### config.mk
export PLATFORM = sky130hd
export DESIGN_NAME = intra_row_ref_ctrl
export DESIGN_NICKNAME = d
export VERILOG_FILES = /design/src/rtl/intra_row_pkg.sv /design/src/rtl/intra_row_addr_gen.sv /design/src/rtl/intra_row_ref_ctrl.sv
export SDC_FILE = /design/constraint.sdc
export NUM_CORES = 1
export LEC_CHECK = 0
export BUFFER_PORTS_ARGS = -buffer_cell sky130_fd_sc_hd__clkbuf_2
export CORE_ASPECT_RATIO = 1.5
export CORE_MARGIN = 2
export CORE_UTILIZATION = 40
export DETAILED_ROUTE_END_ITERATION = 6
export PLACE_DENSITY = 0.79
export RECOVER_POWER = 50
export SYNTH_ARGS = -nofsm -noshare
export SYNTH_HDL_FRONTEND = slang
export SYNTH_HIERARCHICAL = 1
export SYNTH_SLANG_ARGS = --single-unit
### constraint.sdc
create_clock -name clk -period 4.95 [get_ports clk]
set_clock_uncertainty 0.15 [all_clocks]
set_input_delay 0.7425 -clock clk [delete_from_list [all_inputs] [get_ports clk]]
set_output_delay 0.7425 -clock clk [all_outputs]
set_load 0.02 [all_outputs]
### src/rtl/intra_row_pkg.sv
// Shared sizes, default pad word and FSM state type for the intra top-reference row controller.
package intra_row_pkg;
    localparam int WORD_W    = 32;
    localparam int ADDR_W    = 9;
    localparam int LCU_WORDS = 16;
    localparam int REF_WORDS = 32;
    localparam int CNT_W     = 5;
    // Wide enough for 63*16+31, so base+offset never wraps before the range compare.
    localparam int EXT_W     = 11;

    localparam logic [WORD_W-1:0] DFLT_WORD = 32'h8080_8080;

    typedef enum logic [1:0] {
        IDLE  = 2'd0,
        RD    = 2'd1,
        DRAIN = 2'd2,
        WR    = 2'd3
    } state_e;

    function automatic logic [EXT_W-1:0] lcu_base(input logic [5:0] lcu_x);
        return {1'b0, lcu_x, 4'b0000};
    endfunction
endpackage

### src/rtl/intra_row_addr_gen.sv
// Base+offset word address counter with frame-width range compare for the current and next offset.
module intra_row_addr_gen
    import intra_row_pkg::*;
(
    input  logic              clk,
    input  logic              rst,
    input  logic              load_i,
    input  logic [5:0]        lcu_x_i,
    input  logic [ADDR_W-1:0] width_i,
    input  logic              step_i,
    input  logic              clr_i,
    output logic [CNT_W-1:0]  off_o,
    output logic [ADDR_W-1:0] cur_addr_o,
    output logic              cur_ok_o,
    output logic [ADDR_W-1:0] nxt_addr_o,
    output logic              nxt_ok_o
);
    logic [EXT_W-1:0]  base_q, base_d;
    logic [ADDR_W-1:0] width_q, width_d;
    logic [CNT_W-1:0]  off_q, off_d;
    logic [EXT_W-1:0]  cur_ext, nxt_ext;

    // Next-state of base/width/offset plus wide sums for the current and upcoming offsets.
    always_comb begin
        base_d  = base_q;
        width_d = width_q;
        if (load_i) begin
            base_d  = lcu_base(lcu_x_i);
            width_d = width_i;
            off_d   = {CNT_W{1'b0}};
        end else if (clr_i) begin
            off_d = {CNT_W{1'b0}};
        end else if (step_i) begin
            off_d = off_q + 5'd1;
        end else begin
            off_d = off_q;
        end
        cur_ext = base_q + {{(EXT_W-CNT_W){1'b0}}, off_q};
        nxt_ext = base_d + {{(EXT_W-CNT_W){1'b0}}, off_d};
    end

    // Counter state registers.
    always_ff @(posedge clk) begin
        if (rst) begin
            base_q  <= {EXT_W{1'b0}};
            width_q <= {ADDR_W{1'b0}};
            off_q   <= {CNT_W{1'b0}};
        end else begin
            base_q  <= base_d;
            width_q <= width_d;
            off_q   <= off_d;
        end
    end

    assign off_o      = off_q;
    assign cur_addr_o = cur_ext[ADDR_W-1:0];
    assign cur_ok_o   = (cur_ext < {2'b00, width_q});
    assign nxt_addr_o = nxt_ext[ADDR_W-1:0];
    assign nxt_ok_o   = (nxt_ext < {2'b00, width_d});
endmodule

### src/rtl/intra_row_ref_ctrl.sv
// Intra top/top-right reference row reader and bottom-row writer for one LCU.
// Define INTRA_TOPRIGHT_PAD_EN to pad out-of-frame slots with the last RAM word instead of 0x80808080.
module intra_row_ref_ctrl
    import intra_row_pkg::*;
(
    input  logic              clk,
    input  logic              rst,
    input  logic              start_i,
    input  logic [5:0]        lcu_x_i,
    input  logic [ADDR_W-1:0] frame_w_words_i,
    input  logic              first_row_i,
    output logic              ref_valid_o,
    output logic [WORD_W-1:0] ref_data_o,
    output logic [4:0]        ref_idx_o,
    output logic              ref_last_o,
    input  logic              wr_valid_i,
    input  logic [WORD_W-1:0] wr_data_i,
    output logic              wr_ready_o,
    output logic              done_o,
    output logic              ram_cen_o,
    output logic              ram_wen_o,
    output logic [ADDR_W-1:0] ram_addr_o,
    output logic [WORD_W-1:0] ram_data_o,
    input  logic [WORD_W-1:0] ram_data_i
);
    state_e            state_q, state_d;
    logic              first_row_q, first_row_d;
    logic              ref_valid_q, ref_valid_d;
    logic              ref_last_q, ref_last_d;
    logic              ref_hit_q, ref_hit_d;
    logic [4:0]        ref_idx_q, ref_idx_d;
    logic              wr_ready_q, wr_ready_d;
    logic              done_q, done_d;
    logic              ram_cen_q, ram_cen_d;
    logic              ram_wen_q, ram_wen_d;
    logic [ADDR_W-1:0] ram_addr_q, ram_addr_d;
    logic [WORD_W-1:0] ram_data_q, ram_data_d;
    logic [WORD_W-1:0] pad_word;

    logic              load, step, clr;
    logic [CNT_W-1:0]  off;
    logic [ADDR_W-1:0] cur_addr, nxt_addr;
    logic              cur_ok, nxt_ok;

    intra_row_addr_gen u_addr_gen (
        .clk        (clk),
        .rst        (rst),
        .load_i     (load),
        .lcu_x_i    (lcu_x_i),
        .width_i    (frame_w_words_i),
        .step_i     (step),
        .clr_i      (clr),
        .off_o      (off),
        .cur_addr_o (cur_addr),
        .cur_ok_o   (cur_ok),
        .nxt_addr_o (nxt_addr),
        .nxt_ok_o   (nxt_ok)
    );

    // RAM outputs always carry the slot for the upcoming cycle, so a slot's data returns exactly one cycle later.
    always_comb begin
        state_d     = state_q;
        first_row_d = first_row_q;
        ref_valid_d = 1'b0;
        ref_last_d  = 1'b0;
        ref_hit_d   = 1'b0;
        ref_idx_d   = 5'd0;
        wr_ready_d  = 1'b0;
        done_d      = 1'b0;
        ram_cen_d   = 1'b1;
        ram_wen_d   = 1'b1;
        ram_addr_d  = {ADDR_W{1'b0}};
        ram_data_d  = {WORD_W{1'b0}};
        load        = 1'b0;
        step        = 1'b0;
        clr         = 1'b0;
        case (state_q)
            IDLE: begin
                if (start_i) begin
                    load        = 1'b1;
                    first_row_d = first_row_i;
                    state_d     = RD;
                    if (!first_row_i && nxt_ok) begin
                        ram_cen_d  = 1'b0;
                        ram_addr_d = nxt_addr;
                    end else begin
                        ram_cen_d  = 1'b1;
                    end
                end else begin
                    state_d = IDLE;
                end
            end
            RD: begin
                ref_valid_d = 1'b1;
                ref_idx_d   = off;
                ref_hit_d   = ~ram_cen_q;
                if (off == 5'd31) begin
                    ref_last_d = 1'b1;
                    clr        = 1'b1;
                    state_d    = DRAIN;
                end else begin
                    step = 1'b1;
                    if (!first_row_q && nxt_ok) begin
                        ram_cen_d  = 1'b0;
                        ram_addr_d = nxt_addr;
                    end else begin
                        ram_cen_d  = 1'b1;
                    end
                end
            end
            DRAIN: begin
                wr_ready_d = 1'b1;
                state_d    = WR;
            end
            WR: begin
                wr_ready_d = 1'b1;
                if (wr_valid_i && wr_ready_q) begin
                    step = 1'b1;
                    // Words beyond the frame edge are accepted but never reach the RAM.
                    if (cur_ok) begin
                        ram_cen_d  = 1'b0;
                        ram_wen_d  = 1'b0;
                        ram_addr_d = cur_addr;
                        ram_data_d = wr_data_i;
                    end else begin
                        ram_cen_d  = 1'b1;
                    end
                    if (off == 5'd15) begin
                        clr        = 1'b1;
                        wr_ready_d = 1'b0;
                        done_d     = 1'b1;
                        state_d    = IDLE;
                    end else begin
                        state_d = WR;
                    end
                end else begin
                    state_d = WR;
                end
            end
            default: begin
                state_d = IDLE;
            end
        endcase
    end

    // Control, reference-stream and RAM interface registers.
    always_ff @(posedge clk) begin
        if (rst) begin
            state_q     <= IDLE;
            first_row_q <= 1'b0;
            ref_valid_q <= 1'b0;
            ref_last_q  <= 1'b0;
            ref_hit_q   <= 1'b0;
            ref_idx_q   <= 5'd0;
            wr_ready_q  <= 1'b0;
            done_q      <= 1'b0;
            ram_cen_q   <= 1'b1;
            ram_wen_q   <= 1'b1;
            ram_addr_q  <= {ADDR_W{1'b0}};
            ram_data_q  <= {WORD_W{1'b0}};
        end else begin
            state_q     <= state_d;
            first_row_q <= first_row_d;
            ref_valid_q <= ref_valid_d;
            ref_last_q  <= ref_last_d;
            ref_hit_q   <= ref_hit_d;
            ref_idx_q   <= ref_idx_d;
            wr_ready_q  <= wr_ready_d;
            done_q      <= done_d;
            ram_cen_q   <= ram_cen_d;
            ram_wen_q   <= ram_wen_d;
            ram_addr_q  <= ram_addr_d;
            ram_data_q  <= ram_data_d;
        end
    end

`ifdef INTRA_TOPRIGHT_PAD_EN
    logic [WORD_W-1:0] pad_word_q, pad_word_d;

    // Remember the most recent RAM word of this LCU; restarts at the default word on every start.
    always_comb begin
        if (load) begin
            pad_word_d = DFLT_WORD;
        end else if (ref_hit_q) begin
            pad_word_d = ram_data_i;
        end else begin
            pad_word_d = pad_word_q;
        end
    end

    // Pad word register.
    always_ff @(posedge clk) begin
        if (rst) begin
            pad_word_q <= DFLT_WORD;
        end else begin
            pad_word_q <= pad_word_d;
        end
    end

    assign pad_word = pad_word_q;
`else
    assign pad_word = DFLT_WORD;
`endif

    // RAM read data arrives the cycle the slot is reported, so the data path is a mux, not a register.
    always_comb begin
        if (!ref_valid_q) begin
            ref_data_o = {WORD_W{1'b0}};
        end else if (first_row_q) begin
            ref_data_o = DFLT_WORD;
        end else if (ref_hit_q) begin
            ref_data_o = ram_data_i;
        end else begin
            ref_data_o = pad_word;
        end
    end

    assign ref_valid_o = ref_valid_q;
    assign ref_idx_o   = ref_idx_q;
    assign ref_last_o  = ref_last_q;
    assign wr_ready_o  = wr_ready_q;
    assign done_o      = done_q;
    assign ram_cen_o   = ram_cen_q;
    assign ram_wen_o   = ram_wen_q;
    assign ram_addr_o  = ram_addr_q;
    assign ram_data_o  = ram_data_q;
endmodule

==> results by group, run 1 <==
Synth
  • Post-synthesis cell type count: 58
  • Ys Warns: 6
  • Synth Cell Area: 3960 µm²
  • Net Count, Synth: 529
  • Synth Register Bits: 81
  • Yosys top cell by area: dfxtp_1
  • Syn Inst Count: between 400 and 500
  • Mean post-synth cell area: 9.52 µm²
  • Top_reg_cell synth: dfxtp_1
  • Async SR Flop Fraction: 0%
  • Top cells by area, synth: dfxtp_1, and2_1, ha_1, mux2i_1, nor2_1
  • Seq/Total Area, Yosys: roughly 41%
  • Share of the synthesized area in the top cell type: approximately two fifths
  • Post-synth EDFFs: 0

Setup path
  • Kind of critical path: flip-flop to flip-flop
  • Startpoint types: flip-flop
  • R2r worst-path depth: 23
  • Critical Path RT: slightly above 5000 ps
  • Crit-path max FO: 5
  • FF-to-FF Start: u_addr_gen/off_o[3]$_SDFF_PP0_
  • Crit path capture type: flip-flop
  • Critical Path Source: u_addr_gen/off_o[3]$_SDFF_PP0_
  • Crit path arrival time: 4900 ps

Floorplanning
  • I/O pins: about 170
  • Core area: 9630 µm²
  • Die H: 126 µm
  • Row count: 44
  • Die Wd: 85.3 µm
  • Initial cell density of the core: between 40% and 50%
  • Die area: about 11000 µm²

Global routing
  • First-pass GRT wire length: 17300 µm
  • Initial antenna violation count: 0
  • Grt ovf: 0
  • Vias in the first global route: 3678
  • GRT Util Overall: 20.6%
  • Largest net degree at the start of global routing: 33

Cells and area
  • P&R area growth vs syn: 34.8%
  • Layout Nets: 715
  • # diodes: 0
  • Final Util: a little under three fifths
  • Fraction of layout cells with a size suffix above 1: between 20 and 30%
  • Most common cell after layout, fill and taps aside: clkbuf_2
  • Most frequent cells in the layout: clkbuf_2, dfxtp_1, and2_1

Placement
  • DP HPWL: 8800 µm
  • Number of port buffers: 167
  • Routability Congestion: 0.931

Timing
  • Slew Viols, Final: 0
  • Slew of the pin with the lowest slew margin: 1490 ps
  • Hold slack: 315 ps
  • Final Cycle Share: 96.5%
  • Fmax: 209 MHz
  • Final Setup Violations: 0
  • Final Hold Violating Endpoints: 0
  • Worst rel slew slack: 0.961%
  • Crit path time final: 4780 ps
  • Setup TNS: 0 ps

Run
  • Max-Cap Viols: 0

Clocking
  • Clock Sink Count: 81
  • CTS Hold Bufs: 0
  • Clock Tree Root: clkbuf_16
  • Latest clock arrival within the worst-skew pair: 330 ps
  • Clock-pin slew on the worst setup and hold paths: 60 ps
  • CTS tree: built
  • Htree depth: 3
  • Clock buffers created by TritonCTS: 9
  • Max Root-Sink Buffers: 2

Routing
  • Via count: 3748
  • Average routed wire per standard cell: 15.7 µm
  • Initial DRC count: between 100 and 150
  • Post-route DRC: 0
  • Vias/cell: 5.19
  • Final wirelength: 11400 µm
  • TritonRoute pass-1 iters: 4
  • DRT antenna net count: 0

Min path
  • Worst Hold Class: flip-flop to flip-flop
  • Hold Path Depth: 1
  • Min-delay src: ram_cen_o$_SDFF_PP1_

Status
  • Status: finished, final reports clean

Power
  • Pwr/cell area: 275 nW/µm²
  • Leakage power: 2.50 nW
  • Max IR drop VDD: ~170 µV
-- final timing paths --
kind	end	slack [ps]
worst max register to register	ram_addr_o[4]$_SDFF_PP0_	170
worst max-delay path	ram_addr_o[4]$_SDFF_PP0_	170
worst min register to register	ref_hit_q$_SDFF_PP0_	310
worst min-delay path	ref_hit_q$_SDFF_PP0_	310
-- repair_timing --
item,CTS,global route
resized for setup,0,23
setup buffers,0,4
endpoints found under the setup margin,0,10
-- cell families (layout without fill, tap and decap cells) --
logic type | after synthesis | count (layout) | synth area share, %
and+or+nand+nor | 171 | 171 | 24.9
muxes | 18 | 18 | 4.58
AOI/OAI and AO/OA | 65 | 65 | 12.1
xor gates and xnor gates | 19 | 19 | 4.20
DFF | 81 | 81 | 40.9
buffers and inverters | 33 | 224 | 3.82
adders and majority gates | 29 | 29 | 9.54
-- worst max-delay path: stages, from the launching register on --
cell and delay [ps]:
dfxtp_1 310, and4_1 210, a21o_1 180, a21oi_1 140, buf_4 170, xnor2_2 130, nor3_1 70, ha_2 220
fa_2 390, a211oi_4 280, o21bai_2 120, a21o_2 230, a21oi_2 100, a21oi_1 60, ha_1 300, o21ai_0 80
nor2_1 70, nor3_2 190, a21oi_1 100, a211oi_2 260, or3b_4 420, a221oi_4 230, buf_6 170, a22o_1 140
-- cell usage after synthesis (all sizes together) (2+ instances only) --
library cell and instances:
nand2b 9, nor2 37, or3b 2, xnor2 6, clkbuf 12, a22o 9, buf 8, nor2b 12
nor4 5, nand2 6, inv 13, a221o 2, a221oi 2, o311ai 2, mux2i 17, o21bai 3
nor3 9, fa 2, nand3 8, xor2 13, dfxtp 81, a21oi 15, and3 7, a21o 7
a211oi 6, ha 27, nand4 6, and2 61, o21ai 10
-- state kept, by name (all words and copies together), names as in the netlist --
| signal | count |
|---|---|
| done_o | 1 |
| first_row_q | 1 |
| ram_addr_o | 9 |
| ram_cen_o | 1 |
| ram_data_o | 32 |
| ram_wen_o | 1 |
| ref_hit_q | 1 |
| ref_idx_o | 5 |
| ref_last_o | 1 |
| ref_valid_o | 1 |
| state_q | 2 |
| u_addr_gen/base_q | 11 |
| u_addr_gen/off_o | 5 |
| u_addr_gen/width_q | 9 |
| wr_ready_o | 1 |
-- stage by stage --
step | area, µm² | total power [W] | cells | setup WS [ps]
after floorplan | 3970 | 0.000789 | 416 | 29.1
after global placement | 5040 | 0.000863 | 701 | 70.9
after detailed placement | 5040 | 0.000867 | 701 | -47.9
after CTS | 5300 | 0.00147 | 717 | 172
after global routing | 5340 | 0.00153 | 722 | -79.7
final | 5340 | 0.00147 | 722 | 173
-- routing by layer --
layer | routed length, µm | GRT usage, % | up-vias
met4 | 298 | 8.31 | 0
met5 | 0 | 0 | -
met2 | 6340 | 41.0 | 156
met3 | 735 | 5.11 | 20
li1 | - | - | 1818
met1 | 3980 | 19.3 | 1754
-- power by group --
group / internal [W] / leakage [nW] / total (W) / switching (W)
logic: 0.0000932 / 1.73 / 0.000192 / 0.0000990
registers: 0.000665 / 0.656 / 0.000677 / 0.0000121
clock network: 0.000338 / 0.122 / 0.000600 / 0.000262
total: 0.00110 / 2.50 / 0.00147 / 0.000373
-- final cells by class --
| class | count | area (µm²) |
|---|---|---|
| fill | 924 | 4290 |
| multi-input combinational | 302 | 2260 |
| sequential | 81 | 1620 |
| timing repair buffer | 195 | 996 |
| clock buffer | 11 | 233 |
| tap | 115 | 144 |
| inverter | 13 | 48.8 |
| clock inverter | 5 | 32.5 |
(Power assumes the default switching activity.)
==> run 2: changes to the inputs <==
--- a/config.mk
+++ b/config.mk
@@ -5,12 +5,13 @@
 export SDC_FILE = /design/constraint.sdc
 export NUM_CORES = 1
 export LEC_CHECK = 0
+export ABC_AREA = 1
 export BUFFER_PORTS_ARGS = -buffer_cell sky130_fd_sc_hd__clkbuf_2
-export CORE_ASPECT_RATIO = 1.5
+export CORE_ASPECT_RATIO = 1.75
 export CORE_MARGIN = 2
 export CORE_UTILIZATION = 40
 export DETAILED_ROUTE_END_ITERATION = 6
-export PLACE_DENSITY = 0.79
+export PLACE_DENSITY = 0.78
 export RECOVER_POWER = 50
 export SYNTH_ARGS = -nofsm -noshare
 export SYNTH_HDL_FRONTEND = slang
==> results by group, run 2 <==
Status
  • Status: finished, final reports clean (unchanged)

Routing
  • Average routed wire per standard cell: 12.8 µm (was 15.7 µm)
  • Via count: 4425 (was 3748)
  • Initial DRC count: 130 (was 111)
  • Vias/cell: 4.75 (was 5.19)
  • Final wirelength: 12000 µm (was 11400 µm)
  • DRT antenna net count: 0 (unchanged)
  • TritonRoute pass-1 iters: 4 (unchanged)
  • Post-route DRC: 0 (unchanged)

Timing
  • Final Hold Violating Endpoints: 0 (unchanged)
  • Slew of the pin with the lowest slew margin: 1420 ps (was 1490 ps)
  • Hold slack: 279 ps (was 315 ps)
  • Worst rel slew slack: 5.12% (was 0.961%)
  • Final Setup Violations: 0 (unchanged)
  • Slew Viols, Final: 0 (unchanged)
  • Slack of the critical path: 496 ps (was 173 ps)
  • Crit path time final: 4450 ps (was 4780 ps)
  • Final Cycle Share: 90.0% (was 96.5%)
  • Setup TNS: 0 ps (unchanged)
  • Fmax: 225 MHz (was 209 MHz)

Synth
  • Share of the synthesized area in the top cell type: 36.6% (was 40.9%)
  • Seq/Total Area, Yosys: 36.6% (was 40.9%)
  • Syn Inst Count: 627 (was 416)
  • Net Count, Synth: 740 (was 529)
  • Mean post-synth cell area: 7.07 µm² (was 9.52 µm²)
  • Top_reg_cell synth: dfxtp_1 (unchanged)
  • Post-synth EDFFs: 0 (unchanged)
  • Ys Warns: 6 (unchanged)
  • Cell with the most instances after synthesis: inv_1 (was dfxtp_1)
  • Yosys top cell by area: dfxtp_1 (unchanged)
  • Synth Cell Area: 4440 µm² (was 3960 µm²)
  • Top cells by area, synth: dfxtp_1, inv_1, nor2_1, nand2_1, ha_1 (was dfxtp_1, and2_1, ha_1, mux2i_1, nor2_1)
  • Async SR Flop Fraction: 0% (unchanged)
  • Synth top cells by count: inv_1, nor2_1, nand2_1 (was dfxtp_1, and2_1, nor2_1)
  • Synth Register Bits: 81 (unchanged)
  • Post-synthesis cell type count: 39 (was 58)

Global routing
  • Met3 Use GR: 5.34% (was 5.11%)
  • First-pass GRT wire length: 19000 µm (was 17300 µm)
  • Grt ovf: 0 (unchanged)
  • Initial antenna violation count: 0 (unchanged)
  • M1 GR Usage: 17.9% (was 19.3%)
  • Grt peak-use layer: met2 (unchanged)
  • M2 GR Usage: 39.0% (was 41.0%)
  • Largest net degree at the start of global routing: 34 (was 33)
  • Vias in the first global route: 4146 (was 3678)
  • GRT Util Overall: 20.1% (was 20.6%)

Cells and area
  • Most common cell after layout, fill and taps aside: inv_1 (was clkbuf_2)
  • Footprint of the multi-input gates: 2150 µm² (was 2260 µm²)
  • Area of all sequential standard cells: 1630 µm² (was 1620 µm²)
  • Fraction of layout cells with a size suffix above 1: 21.8% (was 29.7%)
  • Max FFs per register: 32 (unchanged)
  • Final non-filler cell total: 932 (was 722)
  • # diodes: 0 (unchanged)
  • Layout Nets: 910 (was 715)
  • Final Util: 52.0% (was 55.4%)
  • FILL cells: 1121 (was 924)
  • P&R area growth vs syn: 26.2% (was 34.8%)
  • Most frequent cells in the layout: inv_1, clkbuf_2, nor2_1 (was clkbuf_2, dfxtp_1, and2_1)

Setup path
  • Kind of critical path: flip-flop to flip-flop (unchanged)
  • Critical Path RT: 5010 ps (was 5080 ps)
  • Startpoint types: flip-flop (unchanged)
  • Slowest cell on the critical path: dfxtp_1 (was or3b_4)
  • Crit path arrival time: 4510 ps (was 4900 ps)
  • Crit-path max FO: 11 (was 5)
  • CP max stage delay: 450 ps (was 420 ps)
  • Most common cell on crit path: nand2_1 (was a21oi_1)
  • R2r worst-path depth: 28 (was 23)
  • Crit path capture type: flip-flop (unchanged)

Clocking
  • Clock Sink Count: 81 (unchanged)
  • CTS tree: built (unchanged)
  • Max Root-Sink Buffers: 2 (unchanged)
  • Clock-pin slew on the worst setup and hold paths: 60 ps (about the same)
  • Clock buffers created by TritonCTS: 9 (unchanged)
  • Latest clock arrival within the worst-skew pair: 340 ps (was 330 ps)
  • Htree depth: 3 (unchanged)
  • CTS Hold Bufs: 0 (unchanged)
  • Clock Tree Root: clkbuf_16 (unchanged)

Floorplanning
  • I/O pins: 168 (unchanged)
  • Die H: 143 µm (was 126 µm)
  • Die Wd: 83.6 µm (was 85.3 µm)
  • Initial cell density of the core: 41.2% (was 41.1%)
  • Core area: 10800 µm² (was 9630 µm²)
  • Die area: 12000 µm² (was 10700 µm²)
  • Row count: 50 (was 44)

Power
  • Leakage power: 3.14 nW (was 2.50 nW)
  • Max IR drop VDD: 209 µV (was 173 µV)
  • Pwr/cell area: 345 nW/µm² (was 275 nW/µm²)

Run
  • Max-Cap Viols: 0 (unchanged)

Placement
  • Pre-CTS setup slack: 128 ps (was -47.9 ps)
  • Number of port buffers: 167 (unchanged)
  • DP HPWL: 9720 µm (was 8800 µm)
  • Routability Congestion: 0.978 (was 0.931)
  • Inst Count DP: 914 (was 701)

Min path
  • Worst Hold Class: flip-flop to flip-flop (unchanged)
  • Hold Path Depth: 1 (unchanged)
## run 2: cell types whose count changed after synthesis, moves of 7 or more
cell,change
nand2_1,+89
and3_1,-7
a22o_1,-9
nand2b_1,-8
and2_1,-60
nor2_1,+68
inv_1,+122
mux2i_1,-17
nand3_1,+40
nor2_2,+10
nor2b_1,-12
## run 2: power breakdown
part	total [W]	switching, W	internal [W]
Clock	0.000642	0.000292	0.000351
Combinational	0.000568	0.000368	0.000201
Sequential	0.000722	0.0000310	0.000691
Total	0.00193	0.000690	0.00124
## run 2: area by class of cell
type	count	share of cell area [%]
Inverter	137	9.32
Sequential cell	81	29.0
Timing Repair Buffer	179	15.3
Multi-Input combinational cell	389	38.3
Tap cell	130	2.91
Clock inverter	7	1.07
Clock buffer	9	4.02
## run 2: worst paths after layout
check | from | to | slack [ps]
setup reg to reg | state_q[1]$_SDFFE_PP0P_ | ram_cen_o$_SDFF_PP1_ | 500
hold reg to reg | ram_cen_o$_SDFF_PP1_ | ref_hit_q$_SDFF_PP0_ | 280
setup / recovery | state_q[1]$_SDFFE_PP0P_ | ram_cen_o$_SDFF_PP1_ | 500
hold / removal | ram_cen_o$_SDFF_PP1_ | ref_hit_q$_SDFF_PP0_ | 280
## run 2: kinds of logic after synthesis
group,share of synthesized area [%]
buffers and inverters,15.1
xor gates and xnor gates,3.16
DFF,36.6
adders and majority gates,8.52
AOI/OAI and AO/OA,5.56
and+or+nand+nor,31.1
## run 2: metal layers
metal	share of wire [%]	vias up
li1	-	2254
met1	34	1946
met2	53	188
met3	6.7	37
met4	5.5	0
met5	0	-
## run 2: critical path, delay by kind of cell (launching register included)
| family | cells | cell delay [ps] |
|---|---|---|
| AO/OA/AOI/OAI | 2 | 240 |
| XOR/XNOR | 1 | 200 |
| AND/OR/NAND/NOR | 17 | 1680 |
| buffers and inverters | 5 | 660 |
| adder cells (fa/ha/maj) | 3 | 920 |
| flip-flops | 1 | 450 |
## run 2: metrics by stage
stage,cell area (µm²),power [W]
global placement,5360,0.00128
global route,5600,0.00206
finish,5600,0.00193
floorplan,4440,0.00113
detailed placement,5360,0.00129
CTS,5650,0.00195
## run 2: repair_timing
action,4_1_cts,5_1_grt
resized for setup,0,9
setup endpoints to repair,0,10
buffers inserted,0,2
==> run 3: changes to the inputs <==
--- a/config.mk
+++ b/config.mk
@@ -11,7 +11,7 @@
 export CORE_MARGIN = 2
 export CORE_UTILIZATION = 40
 export DETAILED_ROUTE_END_ITERATION = 6
-export PLACE_DENSITY = 0.78
+export PLACE_DENSITY = 0.75
 export RECOVER_POWER = 50
 export SYNTH_ARGS = -nofsm -noshare
 export SYNTH_HDL_FRONTEND = slang
==> constraint.sdc (replaced) <==
create_clock -name clk -period 4.5 [get_ports clk]
set_clock_uncertainty 0.15 [all_clocks]
set_input_delay 0.675 -clock clk [delete_from_list [all_inputs] [get_ports clk]]
set_output_delay 0.675 -clock clk [all_outputs]
set_load 0.02 [all_outputs]
==> results by group, run 3 (synthesis gave the netlist of run 2 again) <==
Cells and area
  • Layout Nets: 933 (was 910)
  • Max FFs per register: 32 (unchanged)
  • Most common cell after layout, fill and taps aside: inv_1 (unchanged)
  • Final Instance Area: 5880 µm² (was 5600 µm²)
  • FILL cells: 1059 (was 1121)
  • # diodes: 0 (unchanged)
  • Most frequent cells in the layout: inv_1, clkbuf_2, nor2_1 (unchanged)
  • P&R area growth vs syn: 32.6% (was 26.2%)
  • Fraction of layout cells with a size suffix above 1: 25.2% (was 21.8%)
  • Final non-filler cell total: 955 (was 932)

Placement
  • DP HPWL: 10000 µm (was 9720 µm)
  • Area after DPL: 5550 µm² (was 5360 µm²)
  • Inst Count DP: 939 (was 914)
  • Routability Congestion: 0.965 (was 0.978)
  • Number of port buffers: 167 (unchanged)

Routing
  • Post-route DRC: 0 (unchanged)
  • Vias/cell: 4.73 (was 4.75)
  • Average routed wire per standard cell: 13.1 µm (was 12.8 µm)
  • Initial DRC count: 216 (was 130)
  • Via count: 4521 (was 4425)
  • TritonRoute pass-1 iters: 4 (unchanged)
  • Final wirelength: 12500 µm (was 12000 µm)
  • DRT antenna net count: 0 (unchanged)

Clocking
  • Clock buffers created by TritonCTS: 9 (unchanged)
  • Clock Sink Count: 81 (unchanged)
  • CTS Hold Bufs: 0 (unchanged)
  • CTS tree: built (unchanged)
  • Clock-pin slew on the worst setup and hold paths: 60 ps (about the same)
  • Clock Tree Root: clkbuf_16 (unchanged)
  • Latest clock arrival within the worst-skew pair: 340 ps (about the same)
  • Max Root-Sink Buffers: 2 (unchanged)
  • Htree depth: 3 (unchanged)

Global routing
  • GRT Util Overall: 20.5% (was 20.1%)
  • Vias in the first global route: 4152 (was 4146)
  • Grt ovf: 0 (unchanged)
  • First-pass GRT wire length: 19300 µm (was 19000 µm)
  • Initial antenna violation count: 0 (unchanged)
  • Largest net degree at the start of global routing: 34 (unchanged)

Floorplanning
  • I/O pins: 168 (unchanged)
  • Die Wd: 83.6 µm (unchanged)
  • Die H: 143 µm (unchanged)
  • Initial cell density of the core: 41.2% (unchanged)
  • Core area: 10800 µm² (unchanged)
  • Die area: 12000 µm² (unchanged)
  • Row count: 50 (unchanged)

Setup path
  • Reg2reg end: ram_cen_o$_SDFF_PP1_ (unchanged)
  • FF-to-FF Start: wr_ready_o$_SDFF_PP0_ (was state_q[1]$_SDFFE_PP0P_)
  • CP max stage delay: 340 ps (was 450 ps)
  • Critical Path Source: wr_valid_i (was state_q[1]$_SDFFE_PP0P_)
  • R2r worst-path depth: 30 (was 28)
  • Crit path capture type: flip-flop (unchanged)
  • Most common cell on crit path: nand2_1 (unchanged)
  • Crit-path max FO: 6 (was 11)
  • Kind of critical path: input port to flip-flop (was flip-flop to flip-flop)
  • Slowest cell on the critical path: ha_1 (was dfxtp_1)
  • Startpoint types: input port (was flip-flop)
  • Critical Path RT: 4570 ps (was 5010 ps)
  • Crit path arrival time: 4270 ps (was 4510 ps)
  • Flop2flop setup slack: 300 ps (was 500 ps)

Timing
  • Crit path time final: 4200 ps
  • Worst rel slew slack: -0.319% (was 5.12%)
  • Hold slack: 269 ps (was 279 ps)
  • Slew of the pin with the lowest slew margin: 1500 ps (was 1420 ps)
  • Final Setup Violations: 0 (unchanged)
  • Final Cycle Share: a little over 90%
  • Slew Viols, Final: 28 (was 0)
  • Fmax: 238 MHz
  • Final Hold Violating Endpoints: 0 (unchanged)

Run
  • Max-Cap Viols: 1 (was 0)

Power
  • Switching part of the total power: 33.0% (was 35.7%)
  • Leakage power: 3.30 nW (was 3.14 nW)
  • Part of the power in registers: 33.9% (was 37.3%)
  • Clock share of power: 37.5% (was 33.2%)
  • Comb pwr share: 28.5% (was 29.4%)
  • Pwr/cell area: 396 nW/µm² (was 345 nW/µm²)
  • Internal: 0.00156 W (was 0.00124 W)
  • Switching pwr: 0.000771 W (was 0.000690 W)
  • Max IR drop VDD: 261 µV (was 209 µV)

Min path
  • Hold endpoint: ref_hit_q$_SDFF_PP0_ (unchanged)
  • Hold Path Depth: 1 (unchanged)
  • Min-delay src: ram_cen_o$_SDFF_PP1_ (unchanged)
  • Worst Hold Class: flip-flop to flip-flop (unchanged)

Status
  • Violated checks: max-capacitance violations, max-slew violations
  • Status: finished with violations (was finished, final reports clean)
run 3: critical path, delay by kind of cell:
family	cells	cell delay (ps)
and+or+nand+nor	18	1530
adders and majority gates	2	650
xor gates and xnor gates	2	370
buffers and inverters	6	610
AOI/OAI and AO/OA	3	410
run 3: metal layers:
| layer | up-vias | track usage, % | wire length [µm] |
|---|---|---|---|
| li1 | 2296 | - | - |
| met1 | 2003 | 18.4 | 4280 |
| met2 | 186 | 41.4 | 6840 |
| met3 | 36 | 4.37 | 833 |
| met4 | 0 | 11.2 | 577 |
| met5 | - | 0 | 0 |
run 3: per-stage QoR:
step           power (W)  worst slack (ps)  util, %  setup TNS (ps)
2_1_floorplan    0.00125               161        -               0
3_3_place_gp     0.00145              14.9     51.6               0
3_5_place_dp     0.00146              -141     51.6            -913
4_1_cts          0.00234               183     54.9               0
5_1_grt          0.00246             -65.7     54.7            -167
6_report         0.00233               301     54.7               0
run 3: repair_timing:
item                                    CTS  global route
endpoints found under the setup margin    0            10
setup buffers                             0             0
gates resized for setup                   0            22
run 3: area by class of cell:
class,instances,area [µm²],share of cell area [%]
Tap cell,130,163,2.76
Timing Repair Buffer,202,1030,17.5
Sequential cell,81,1630,27.7
Clock inverter,7,130,2.21
Multi-Input combinational cell,389,2180,37.1
Inverter,137,522,8.87
Clock buffer,9,225,3.83
run 3: worst max-delay path by stage:
stage	to	slack, ps	cells past startpoint
global route	ram_cen_o$_SDFF_PP1_	-70	30
finish	ram_cen_o$_SDFF_PP1_	300	31
global placement	ram_addr_o[4]$_SDFF_PP0_	10	31
CTS	ram_addr_o[5]$_SDFF_PP0_	180	30
detailed placement	ram_addr_o[5]$_SDFF_PP0_	-140	29
floorplan	ram_cen_o$_SDFF_PP1_	160	27
run 3: power groups by stage:
stage	Clock, W	Combinational, W	Sequential (W)
floorplan	0	0.000436	0.000811
global placement	0	0.000644	0.000805
detailed placement	0	0.000653	0.000805
global route	0.000922	0.000744	0.000796
finish	0.000875	0.000665	0.000792
CTS	0.000893	0.000658	0.000789
